### config.mk
export PLATFORM = sky130hd
export DESIGN_NAME = video_sync_gen
export DESIGN_NICKNAME = d
export VERILOG_FILES = /design/src/rtl/video_sync_gen.sv
export SDC_FILE = /design/constraint.sdc
export NUM_CORES = 1
export LEC_CHECK = 0
export ABC_AREA = 0
export ABC_CLOCK_PERIOD_IN_PS = 7900
export CAP_MARGIN = 10
export CORE_MARGIN = 2
export CORE_UTILIZATION = 30
export CTS_BUF_LIST = sky130_fd_sc_hd__clkbuf_2
export DETAILED_ROUTE_END_ITERATION = 7
export SYNTH_ARGS = -nofsm -noshare
export SYNTH_HDL_FRONTEND = slang
export SYNTH_SLANG_ARGS = --single-unit
### constraint.sdc
create_clock -name clk -period 7.9 [get_ports clk]
set_clock_uncertainty 0.1 [all_clocks]
set_input_delay 1.185 -clock clk [delete_from_list [all_inputs] [get_ports clk]]
set_output_delay 1.185 -clock clk [all_outputs]
set_load 0.01 [all_outputs]
### src/rtl/video_sync_gen.sv
// video_sync_gen: programmable raster timing generator with registered sync, data-enable and coordinate outputs
module video_sync_gen #(
  parameter int   H_ACTIVE = 640,
  parameter int   H_FRONT  = 16,
  parameter int   H_SYNC   = 96,
  parameter int   H_BACK   = 48,
  parameter int   V_ACTIVE = 480,
  parameter int   V_FRONT  = 10,
  parameter int   V_SYNC   = 2,
  parameter int   V_BACK   = 33,
  parameter logic HS_POL   = 1'b0,
  parameter logic VS_POL   = 1'b0
) (
  input  logic        clk,
  input  logic        reset,
  input  logic        enable,
  output logic        hsync_out,
  output logic        vsync_out,
  output logic        de,
  output logic [11:0] x,
  output logic [11:0] y,
  output logic        frame_start,
  output logic        vblank_start
);
  typedef enum logic [1:0] {ACTIVE, FRONT, SYNC, BACK} phase_t;
  localparam int H_TOTAL = H_ACTIVE + H_FRONT + H_SYNC + H_BACK;
  localparam int V_TOTAL = V_ACTIVE + V_FRONT + V_SYNC + V_BACK;
  localparam logic [11:0] H_LAST = 12'(H_TOTAL - 1);
  localparam logic [11:0] H_FP   = 12'(H_ACTIVE);
  localparam logic [11:0] H_SP   = 12'(H_ACTIVE + H_FRONT);
  localparam logic [11:0] H_BP   = 12'(H_ACTIVE + H_FRONT + H_SYNC);
  localparam logic [11:0] V_LAST = 12'(V_TOTAL - 1);
  localparam logic [11:0] V_FP   = 12'(V_ACTIVE);
  localparam logic [11:0] V_SP   = 12'(V_ACTIVE + V_FRONT);
  localparam logic [11:0] V_BP   = 12'(V_ACTIVE + V_FRONT + V_SYNC);
  logic [11:0] h, v, h_nxt, v_nxt;
  logic        h_wrap, de_nxt;
  phase_t      hp, vp, hp_nxt, vp_nxt;
  // next raster position and the phase it lands in; outputs are decoded from this so they carry no lag
  always_comb begin
    h_wrap = h == H_LAST;
    h_nxt  = h_wrap ? 12'd0 : h + 12'd1;
    v_nxt  = !h_wrap ? v : (v == V_LAST) ? 12'd0 : v + 12'd1;
    hp_nxt = (h_nxt == 12'd0) ? ACTIVE : (h_nxt == H_FP) ? FRONT :
             (h_nxt == H_SP) ? SYNC : (h_nxt == H_BP) ? BACK : hp;
    vp_nxt = !h_wrap ? vp : (v_nxt == 12'd0) ? ACTIVE : (v_nxt == V_FP) ? FRONT :
             (v_nxt == V_SP) ? SYNC : (v_nxt == V_BP) ? BACK : vp;
    de_nxt = hp_nxt == ACTIVE && vp_nxt == ACTIVE;
  end
  // counters, phase FSMs and registered outputs; pulses only on the enabled cycle a position is entered
  always_ff @(posedge clk) begin
    if (!reset) begin
      h            <= H_LAST;
      v            <= V_LAST;
      hp           <= BACK;
      vp           <= BACK;
      hsync_out    <= ~HS_POL;
      vsync_out    <= ~VS_POL;
      de           <= 1'b0;
      x            <= 12'd0;
      y            <= V_LAST;
      frame_start  <= 1'b0;
      vblank_start <= 1'b0;
    end else begin
      frame_start  <= 1'b0;
      vblank_start <= 1'b0;
      if (enable) begin
        h            <= h_nxt;
        v            <= v_nxt;
        hp           <= hp_nxt;
        vp           <= vp_nxt;
        hsync_out    <= (hp_nxt == SYNC) ? HS_POL : ~HS_POL;
        vsync_out    <= (vp_nxt == SYNC) ? VS_POL : ~VS_POL;
        de           <= de_nxt;
        x            <= de_nxt ? h_nxt : 12'd0;
        y            <= v_nxt;
        frame_start  <= h_nxt == 12'd0 && v_nxt == 12'd0;
        vblank_start <= h_nxt == 12'd0 && v_nxt == V_FP;
      end
    end
  end
endmodule
==> impl_metrics.env, run 1 <==
export IMPL_ys_seq_area_frac=0.2858
export IMPL_ys_ff_latch=45
export IMPL_antenna_found_initial=0
export IMPL_drt_first_iter_violations=257
export IMPL_route_detailed_drc=0
export IMPL_fin_hold_ws_ps=398.5
export IMPL_yosys_warnings=0
export IMPL_synthFlopType="dfxtp_1"
export IMPL_postPlaceCellArea_mm2=0.003356
export IMPL_clkPwrFrac=0.174
export IMPL_syn_nets=390
export IMPL_grt_overflow_total=0
export IMPL_synthCells=383
export IMPL_synth_area_top_cells="dfxtp_1 (29%), xnor2_1 (5.3%), nand2_1 (4.9%)"
export IMPL_synthToLayoutAreaGrowth_pct=7.900
export IMPL_yosysUniqueCellTypes=70
export IMPL_max_vdd_ir_drop_uv=64.44
export IMPL_relSlewSlack=0.5097
export IMPL_htree_levels=2
export IMPL_numCtsBuffers=5
export IMPL_worst_pin_slew_ps=731.4
export IMPL_post_cts_setup_buffers=0
export IMPL_setup_viol=0
export IMPL_max_freq_mhz=229.2
export IMPL_setup_tns_ps=0
export IMPL_start_kind="flop"
export IMPL_timing_rr_start="h[9]"
export IMPL_layout_common_cells="dfxtp_1 (45), nand2_1 (41), clkdlybuf4s50_1 (31)"
export IMPL_crit_type="reg -> reg"
export IMPL_die_w_um=106.5
export IMPL_wire_per_inst_um=14.42
export IMPL_n_antenna_cell=0
export IMPL_coreArea_mm2=0.01028
export IMPL_viasPerCell=5.311
export IMPL_dieArea_mm2=0.01134
export IMPL_dr_pass1_iters=5
export IMPL_finalHoldViolCount=0
export IMPL_period_needed_ps=4363
export IMPL_finalWirelength_um=7612
export IMPL_final_nets=398
export IMPL_io_pins=32
export IMPL_multi_input_area_mm2=0.001914
export IMPL_seq_power_share=0.438
export IMPL_die_h_um=106.5
export IMPL_gp_congestion=0.8835
export IMPL_clk_latency_ps=440
export IMPL_synth_largest_area_cell="dfxtp_1"
export IMPL_leakage_nw=1.180
export IMPL_slowest_delay_ps=660
export IMPL_clock_sinks=45
export IMPL_synth_edf_count=0
export IMPL_grt_pass1_vias=2457
export IMPL_cap_violations=0
export IMPL_start_util=0.3067
export IMPL_path_cells="or4b_4 > or4_4 > o41ai_2 > nor2_1 > or4_4 > and3_1 > a211o_1 > nor3_2 > a32o_1"
export IMPL_mostFrequentLayoutCell="dfxtp_1"
export IMPL_grt_pass1_wl_um=12440
export IMPL_crit_start="h[9]"
export IMPL_slowest_stage="or4_4"
export IMPL_clockBufferDepth=2
export IMPL_clockRootBuffer="clkbuf_2"
export IMPL_synthesis_area_mm2=0.003152
export IMPL_port_buffers=31
export IMPL_grt_usage=0.1347
export IMPL_vias=2804
export IMPL_place_hpwl_um=5345
export IMPL_synth_top_area_frac=0.2858
export IMPL_crit_top_cell="or4_4"
export IMPL_syn_area_per_cell_um2=8.229
export IMPL_timing_final_crit_share=0.5523
export IMPL_power_frac_comb=0.388
export IMPL_required_ps=8210
export IMPL_cts_hold_fix_buffers=0
export IMPL_status="finished clean"
export IMPL_cts_clk_slew_worst_paths_ps=250
export IMPL_ant_nets=0
export IMPL_cp_arrival_ps=4670
export IMPL_grt_max_degree=35
export IMPL_hp_class="reg -> reg"
export IMPL_rsz0062_at_grt="false"
export IMPL_p_sw_mw=0.2547
export IMPL_cts_resized=0
export IMPL_fill_cells=1106
export IMPL_fin_area_mm2=0.003401
export IMPL_layout_drive_gt1_share=0.09439
export IMPL_cellPowerDensity_mw_per_mm2=180.3
export IMPL_drv_slew=0
export IMPL_min_delay_start="de"
export IMPL_critical_path_peak_fanout=17
export IMPL_fp_row_count=37
export IMPL_cts_tree="done"
export IMPL_cp_end_kind="flop"
export IMPL_r2r_slack_ps=3540
export IMPL_seqCellArea_um2=900.9
export IMPL_power_internal_mw=0.3583
export IMPL_swShare=0.4156
export IMPL_synth_async_reset_ratio=0
## routing by layer
| layer | vias to the layer above | track usage | routed length [um] |
|---|---|---|---|
| met5 | - | 0 | 0 |
| met4 | 0 | 0.03525 | 112 |
| met3 | 10 | 0.02636 | 447 |
| met2 | 93 | 0.2115 | 3439 |
| met1 | 1304 | 0.1887 | 3613 |
| li1 | 1397 | - | - |
## cells by family (layout without fill, tap and decap cells)
logic type / count (synthesis) / after routing / synth area share
AOI/OAI and AO/OA: 90 / 90 / 0.2080
DFF: 45 / 45 / 0.2858
adders and majority gates: 4 / 4 / 0.01588
and+or+nand+nor: 169 / 169 / 0.2894
muxes: 5 / 5 / 0.01628
buffers and inverters: 43 / 52 / 0.1096
xor gates and xnor gates: 27 / 27 / 0.07503
## registers in the layout, summed over array words and instances (netlist names)
signal        count
de                1
vsync_out         1
h                12
hsync_out         1
x                12
y                12
hp                2
vblank_start      1
frame_start       1
vp                2
## layout make-up
cell class / count / share of cell area
Tap cell: 136 / 0.05004
Multi-Input combinational cell: 295 / 0.5629
Clock buffer: 6 / 0.008830
Sequential cell: 45 / 0.2649
Timing Repair Buffer: 34 / 0.09787
Inverter: 10 / 0.01104
Clock inverter: 2 / 0.004415
## per-stage QoR
| stage | utilization | total power, mW | worst slack (ps) | cells |
|---|---|---|---|---|
| floorplan | - | 0.4695 | 4272 | 383 |
| global placement | 0.3265 | 0.5034 | 3659 | 520 |
| detailed placement | 0.3265 | 0.5053 | 3575 | 520 |
| CTS | 0.3309 | 0.6148 | 3524 | 528 |
| global route | 0.3309 | 0.6530 | 3303 | 528 |
| finish | 0.3309 | 0.6130 | 3537 | 528 |
## critical path, delay by kind of cell, from the launching register on
kind               cells  cell delay, ps
DFF                    1             610
and+or+nand+nor        6            2710
AOI/OAI and AO/OA      3             910
## path summary, 6_finish.rpt
path,to,cells after the start
worst max-delay path,x[9],9
worst max register to register,x[9],9
worst min register to register,de,1
worst min-delay path,de,1
## power by group through the flow
stage	clock [mW]	sequential (mW)	combinational, mW
after CTS	0.112	0.268	0.235
after floorplan	0	0.256	0.214
after global placement	0	0.272	0.232
after detailed placement	0	0.272	0.233
final	0.107	0.268	0.238
after global routing	0.119	0.272	0.262
## cells in the mapped netlist, types with 3 or more instances
library cell,number
dfxtp_1,45
nand2_1,41
nand3_1,24
nor2_1,24
xnor2_1,19
a21oi_1,15
and2_1,15
clkbuf_1,15
o21ai_0,15
nor3_1,13
nand4_1,11
a22o_1,10
inv_1,10
clkbuf_8,9
xor2_1,8
a2111oi_0,4
a211oi_1,4
a31oi_1,4
and3_1,4
and4_1,4
ha_1,4
mux2i_1,4
o22ai_1,4
a211o_1,3
and3_2,3
buf_6,3
nand2b_1,3
nor2b_1,3
nor4_1,3
o211ai_1,3
o21a_1,3
or2_2,3
or3_1,3
(Power assumes the default switching activity.)
==> run 2: changes to the inputs <==
--- a/config.mk
+++ b/config.mk
@@ -6,7 +6,7 @@
 export NUM_CORES = 1
 export LEC_CHECK = 0
 export ABC_AREA = 0
-export ABC_CLOCK_PERIOD_IN_PS = 7900
+export ABC_CLOCK_PERIOD_IN_PS = 4000
 export CAP_MARGIN = 10
 export CORE_MARGIN = 2
 export CORE_UTILIZATION = 30
==> constraint.sdc (replaced) <==
create_clock -name clk -period 4 [get_ports clk]
set_clock_uncertainty 0.1 [all_clocks]
set_input_delay 0.6 -clock clk [delete_from_list [all_inputs] [get_ports clk]]
set_output_delay 0.6 -clock clk [all_outputs]
set_load 0.01 [all_outputs]
==> run 2 against run 1 <==
Effect of this change: clock power is 95% higher; routed wire length is 2.7% higher; power is 100% higher; die area stayed put; cell area is 2.6% higher; flip-flop and latch count stayed put; combinational power is 120% higher.
==> impl_metrics.env, run 2 (synthesis results as in run 1) <==
export IMPL_status="finished clean"
export IMPL_grt_pass1_wl_um=12770
export IMPL_worst_pin_slew_ps=723.3
export IMPL_cellPowerDensity_mw_per_mm2=357.5
export IMPL_min_delay_path_depth=1
export IMPL_clockRootBuffer="clkbuf_2"
export IMPL_viasPerCell=5.255
export IMPL_n_antenna_cell=0
export IMPL_route_detailed_drc=0
export IMPL_crit_type="reg -> reg"
export IMPL_port_buffers=31
export IMPL_die_w_um=106.5
export IMPL_coreArea_mm2=0.01028
export IMPL_postPlaceCellArea_mm2=0.003443
export IMPL_timing_final_crit_share=0.9612
export IMPL_setup_viol=0
export IMPL_max_freq_mhz=260.1
export IMPL_wire_per_inst_um=14.53
export IMPL_cts_clk_slew_worst_paths_ps=280
export IMPL_period_needed_ps=3845
export IMPL_clock_sinks=45
export IMPL_cp_arrival_ps=4130
export IMPL_power_internal_mw=0.7391
export IMPL_finalWirelength_um=7817
export IMPL_slowest_delay_ps=610
export IMPL_swShare=0.4074
export IMPL_mostFrequentLayoutCell="dfxtp_1"
export IMPL_max_vdd_ir_drop_uv=126.6
export IMPL_grt_pass1_vias=2601
export IMPL_final_nets=408
export IMPL_slowest_stage="or4_4"
export IMPL_crit_family="simple AND/OR/NAND/NOR gates"
export IMPL_start_kind="flop"
export IMPL_r2r_cells=10
export IMPL_numCtsBuffers=5
export IMPL_fp_row_count=37
export IMPL_cp_depth=10
export IMPL_die_h_um=106.5
export IMPL_power_frac_comb=0.418
export IMPL_vias=2827
export IMPL_fill_cells=1105
export IMPL_p_sw_mw=0.5081
export IMPL_path_cells="or4b_4 > or4_4 > o21a_1 > a211o_2 > or4_4 > and3_1 > a211o_1 > nor3_2 > buf_4 > a22o_1"
export IMPL_cap_violations=0
export IMPL_crit_top_cell="or4_4"
export IMPL_io_pins=32
export IMPL_synthToLayoutAreaGrowth_pct=10.68
export IMPL_dr_pass1_iters=4
export IMPL_grt_overflow_total=0
export IMPL_clkPwrFrac=0.167
export IMPL_place_hpwl_um=5657
export IMPL_setup_tns_ps=0
export IMPL_cp_end_kind="flop"
export IMPL_ant_nets=0
export IMPL_clockBufferDepth=2
export IMPL_reg_top3="h x12, x x12, y x12"
export IMPL_hp_class="reg -> reg"
export IMPL_grt_max_degree=34
export IMPL_critical_path_peak_fanout=11
export IMPL_fin_area_mm2=0.003488
export IMPL_layout_common_cells="dfxtp_1 (45), nand2_1 (41), clkdlybuf4s50_1 (31)"
export IMPL_r2r_slack_ps=160
export IMPL_finalHoldViolCount=0
export IMPL_start_util=0.3067
export IMPL_grt_usage=0.1392
export IMPL_cts_hold_fix_buffers=0
export IMPL_dieArea_mm2=0.01134
export IMPL_cts_tree="done"
export IMPL_drv_slew=0
export IMPL_cts_resized=0
export IMPL_rsz0062_at_grt="false"
export IMPL_drt_first_iter_violations=149
export IMPL_layout_drive_gt1_share=0.1169
export IMPL_htree_levels=2
export IMPL_antenna_found_initial=0
export IMPL_clk_latency_ps=460
export IMPL_required_ps=4290
export IMPL_relSlewSlack=0.5163
export IMPL_crit_buf_inv=1
export IMPL_post_cts_setup_buffers=0
export IMPL_leakage_nw=1.231
export IMPL_gp_congestion=0.8718
export IMPL_seq_power_share=0.415
==> run 2: cell types whose count changed in the layout (fill, tap and decap cells not counted) <==
cell,delta
buf_4,+9
buf_12,+1
==> run 2: worst register-to-register path, stage by stage, from the launching register on <==
cell,delay [ps]
dfxtp_1,480
or4b_4,560
or4_4,610
o21a_1,230
a211o_2,300
or4_4,460
and3_1,200
a211o_1,310
nor3_2,170
buf_4,200
a22o_1,150
==> run 2: per-stage QoR <==
step,power [mW],setup WS (ps),cells,util,hold slack (ps)
6_report,1.247,155.1,538,0.3394,396.9
5_1_grt,1.331,34.49,538,0.3394,440.1
4_1_cts,1.254,172.9,538,0.3394,400.1
3_5_place_dp,1.040,218.9,530,0.3350,349.7
3_3_place_gp,1.035,279.0,530,0.3350,345.0
2_1_floorplan,0.9272,371.7,383,-,357.2
==> run 2: routing by layer <==
metal	up-vias	track usage	routed length, um
li1	1418	-	-
met1	1331	0.1847	3708
met2	66	0.2244	3577
met3	12	0.02759	402
met4	0	0.04917	128
met5	-	0	0
==> run 2: area by class of cell <==
class | instances | area (um2) | share of cell area
clock buffer | 6 | 30.03 | 0.008608
clock inverter | 2 | 15.01 | 0.004304
inverter | 10 | 37.54 | 0.01076
multi-input combinational | 295 | 1914 | 0.5488
sequential | 45 | 900.9 | 0.2582
tap | 136 | 170.2 | 0.04878
timing repair buffer | 44 | 420.4 | 0.1205
==> run 2: power groups by stage <==
| stage | Sequential [mW] | Combinational (mW) | Clock, mW |
|---|---|---|---|
| after CTS | 0.518 | 0.517 | 0.219 |
| after floorplan | 0.505 | 0.422 | 0 |
| after detailed placement | 0.526 | 0.514 | 0 |
| after global routing | 0.525 | 0.571 | 0.235 |
| final | 0.517 | 0.521 | 0.209 |
| after global placement | 0.525 | 0.509 | 0 |
==> run 2: worst paths after layout <==
path,endpoint,from
min,de,de
max reg2reg,x[7],h[7]
min reg2reg,de,de
max,x[7],h[7]
==> run 3: changes to the inputs <==
--- a/config.mk
+++ b/config.mk
@@ -6,12 +6,13 @@
 export NUM_CORES = 1
 export LEC_CHECK = 0
 export ABC_AREA = 0
-export ABC_CLOCK_PERIOD_IN_PS = 4000
+export ABC_CLOCK_PERIOD_IN_PS = 3800
 export CAP_MARGIN = 10
 export CORE_MARGIN = 2
 export CORE_UTILIZATION = 30
 export CTS_BUF_LIST = sky130_fd_sc_hd__clkbuf_2
 export DETAILED_ROUTE_END_ITERATION = 7
+export SLEW_MARGIN = 20
 export SYNTH_ARGS = -nofsm -noshare
 export SYNTH_HDL_FRONTEND = slang
 export SYNTH_SLANG_ARGS = --single-unit
==> constraint.sdc (replaced) <==
create_clock -name clk -period 3.8 [get_ports clk]
set_clock_uncertainty 0.1 [all_clocks]
set_input_delay 0.57 -clock clk [delete_from_list [all_inputs] [get_ports clk]]
set_output_delay 0.57 -clock clk [all_outputs]
set_load 0.01 [all_outputs]
==> run 3 against run 2 <==
Effect of this change: first-iteration DRC count rose by 70%; critical endpoint is now x[9]; largest power group unchanged; routed wire length rose by 1.9%; clock power rose by 38%; largest cell class unchanged.
==> impl_metrics.env, run 3 (synthesis results as in run 1) <==
export IMPL_cp_arrival_ps=3950
export IMPL_postPlaceCellArea_mm2=0.003521
export IMPL_synthToLayoutAreaGrowth_pct=13.89
export IMPL_required_ps=4100
export IMPL_final_util=0.3493
export IMPL_finalHoldViolCount=0
export IMPL_cellPowerDensity_mw_per_mm2=390.5
export IMPL_timing_rr_start="h[11]"
export IMPL_grt_pass1_vias=2736
export IMPL_start_kind="flop"
export IMPL_cts_hold_fix_buffers=0
export IMPL_cts_resized=0
export IMPL_reg_top3="h x12, x x12, y x12"
export IMPL_r2r_cells=10
export IMPL_die_h_um=106.5
export IMPL_place_hpwl_um=5782
export IMPL_mostFrequentLayoutCell="dfxtp_1"
export IMPL_period_needed_ps=3649
export IMPL_n_antenna_cell=0
export IMPL_io_pins=32
export IMPL_endpoint="x[9]"
export IMPL_fill_cells=1099
export IMPL_status="finished clean"
export IMPL_numCtsBuffers=5
export IMPL_max_vdd_ir_drop_uv=207.0
export IMPL_ant_nets=0
export IMPL_grt_usage=0.1459
export IMPL_layout_common_cells="dfxtp_1 (45), nand2_1 (41), clkdlybuf4s50_1 (31)"
export IMPL_fin_hold_ws_ps=398.2
export IMPL_setup_tns_ps=0
export IMPL_clockBufferDepth=2
export IMPL_relSlewSlack=0.5875
export IMPL_reg2reg_to="x[9]"
export IMPL_fp_row_count=37
export IMPL_finalWirelength_um=7967
export IMPL_fin_area_mm2=0.003590
export IMPL_gp_congestion=0.8631
export IMPL_fin_cells=550
export IMPL_hp_class="reg -> reg"
export IMPL_wire_per_inst_um=14.49
export IMPL_leakage_nw=1.305
export IMPL_timing_final_crit_share=0.9603
export IMPL_drt_first_iter_violations=254
export IMPL_grt_pass1_wl_um=13520
export IMPL_critical_path_peak_fanout=11
export IMPL_cts_clk_slew_worst_paths_ps=260
export IMPL_crit_type="reg -> reg"
export IMPL_dr_pass1_iters=6
export IMPL_coreArea_mm2=0.01028
export IMPL_cts_tree="done"
export IMPL_grt_overflow_total=0
export IMPL_drv_slew=0
export IMPL_die_w_um=106.5
export IMPL_layout_drive_gt1_share=0.1425
export IMPL_cp_end_kind="flop"
export IMPL_grt_max_degree=34
export IMPL_final_nets=420
export IMPL_cap_violations=0
export IMPL_r2r_slack_ps=150
export IMPL_worst_pin_slew_ps=614.0
export IMPL_setup_viol=0
export IMPL_post_cts_setup_buffers=0
export IMPL_dieArea_mm2=0.01134
export IMPL_clockRootBuffer="clkbuf_2"
export IMPL_clk_latency_ps=420
export IMPL_dpl_cell_count=542
export IMPL_crit_start="h[11]"
export IMPL_max_freq_mhz=274.0
export IMPL_clock_sinks=45
export IMPL_htree_levels=2
export IMPL_vias=2878
export IMPL_rsz0062_at_grt="false"
export IMPL_port_buffers=31
export IMPL_viasPerCell=5.233
export IMPL_start_util=0.3067
export IMPL_antenna_found_initial=0
export IMPL_route_detailed_drc=0
run 3: worst min path at each step:
stage | endpoint | from | depth (start not counted) | slack (ps)
after floorplan | vp[1] | vp[1] | 2 | 360
after global placement | de | de | 1 | 350
after detailed placement | de | de | 1 | 360
after CTS | de | de | 1 | 410
after global routing | de | de | 1 | 440
final | de | de | 1 | 400
run 3: metrics by stage:
| step | setup WS (ps) | power, mW |
|---|---|---|
| 2_1_floorplan | 171.7 | 0.9760 |
| 3_5_place_dp | 108.4 | 1.114 |
| 3_3_place_gp | 157.3 | 1.107 |
| 5_1_grt | 40.78 | 1.495 |
| 4_1_cts | 48.80 | 1.407 |
| 6_report | 150.7 | 1.402 |
run 3: cell type report:
type,instances,area (um2),area share
Clock buffer,6,30.03,0.008365
Tap cell,136,170.2,0.04740
Sequential cell,45,900.9,0.2510
Inverter,10,37.54,0.01046
Multi-Input combinational cell,295,1914,0.5333
Timing Repair Buffer,56,498.0,0.1387
Clock inverter,2,38.79,0.01081
run 3: where the power goes:
part	switching [mW]	internal (mW)	total [mW]	leakage, nW
clock	0.173	0.115	0.288	0.0432
sequential	0.0318	0.500	0.532	0.365
combinational	0.338	0.243	0.582	0.897
total	0.543	0.859	1.40	1.31
run 3: routing by layer:
layer,vias to the layer above,track usage,routed length [um]
li1,1438,-,-
met3,7,0.02146,304
met1,1355,0.2083,3988
met5,-,0,0
met4,0,0.04638,106
met2,78,0.2253,3568
run 3: worst max-delay path, stage by stage, from the launching register on:
cell and delay (ps):
dfxtp_1 370, or4b_4 570, or4_4 510, o21a_1 230, a211o_2 300, or4_4 460
and3_1 190, a211o_1 320, nor3_2 190, buf_4 200, a32o_1 170
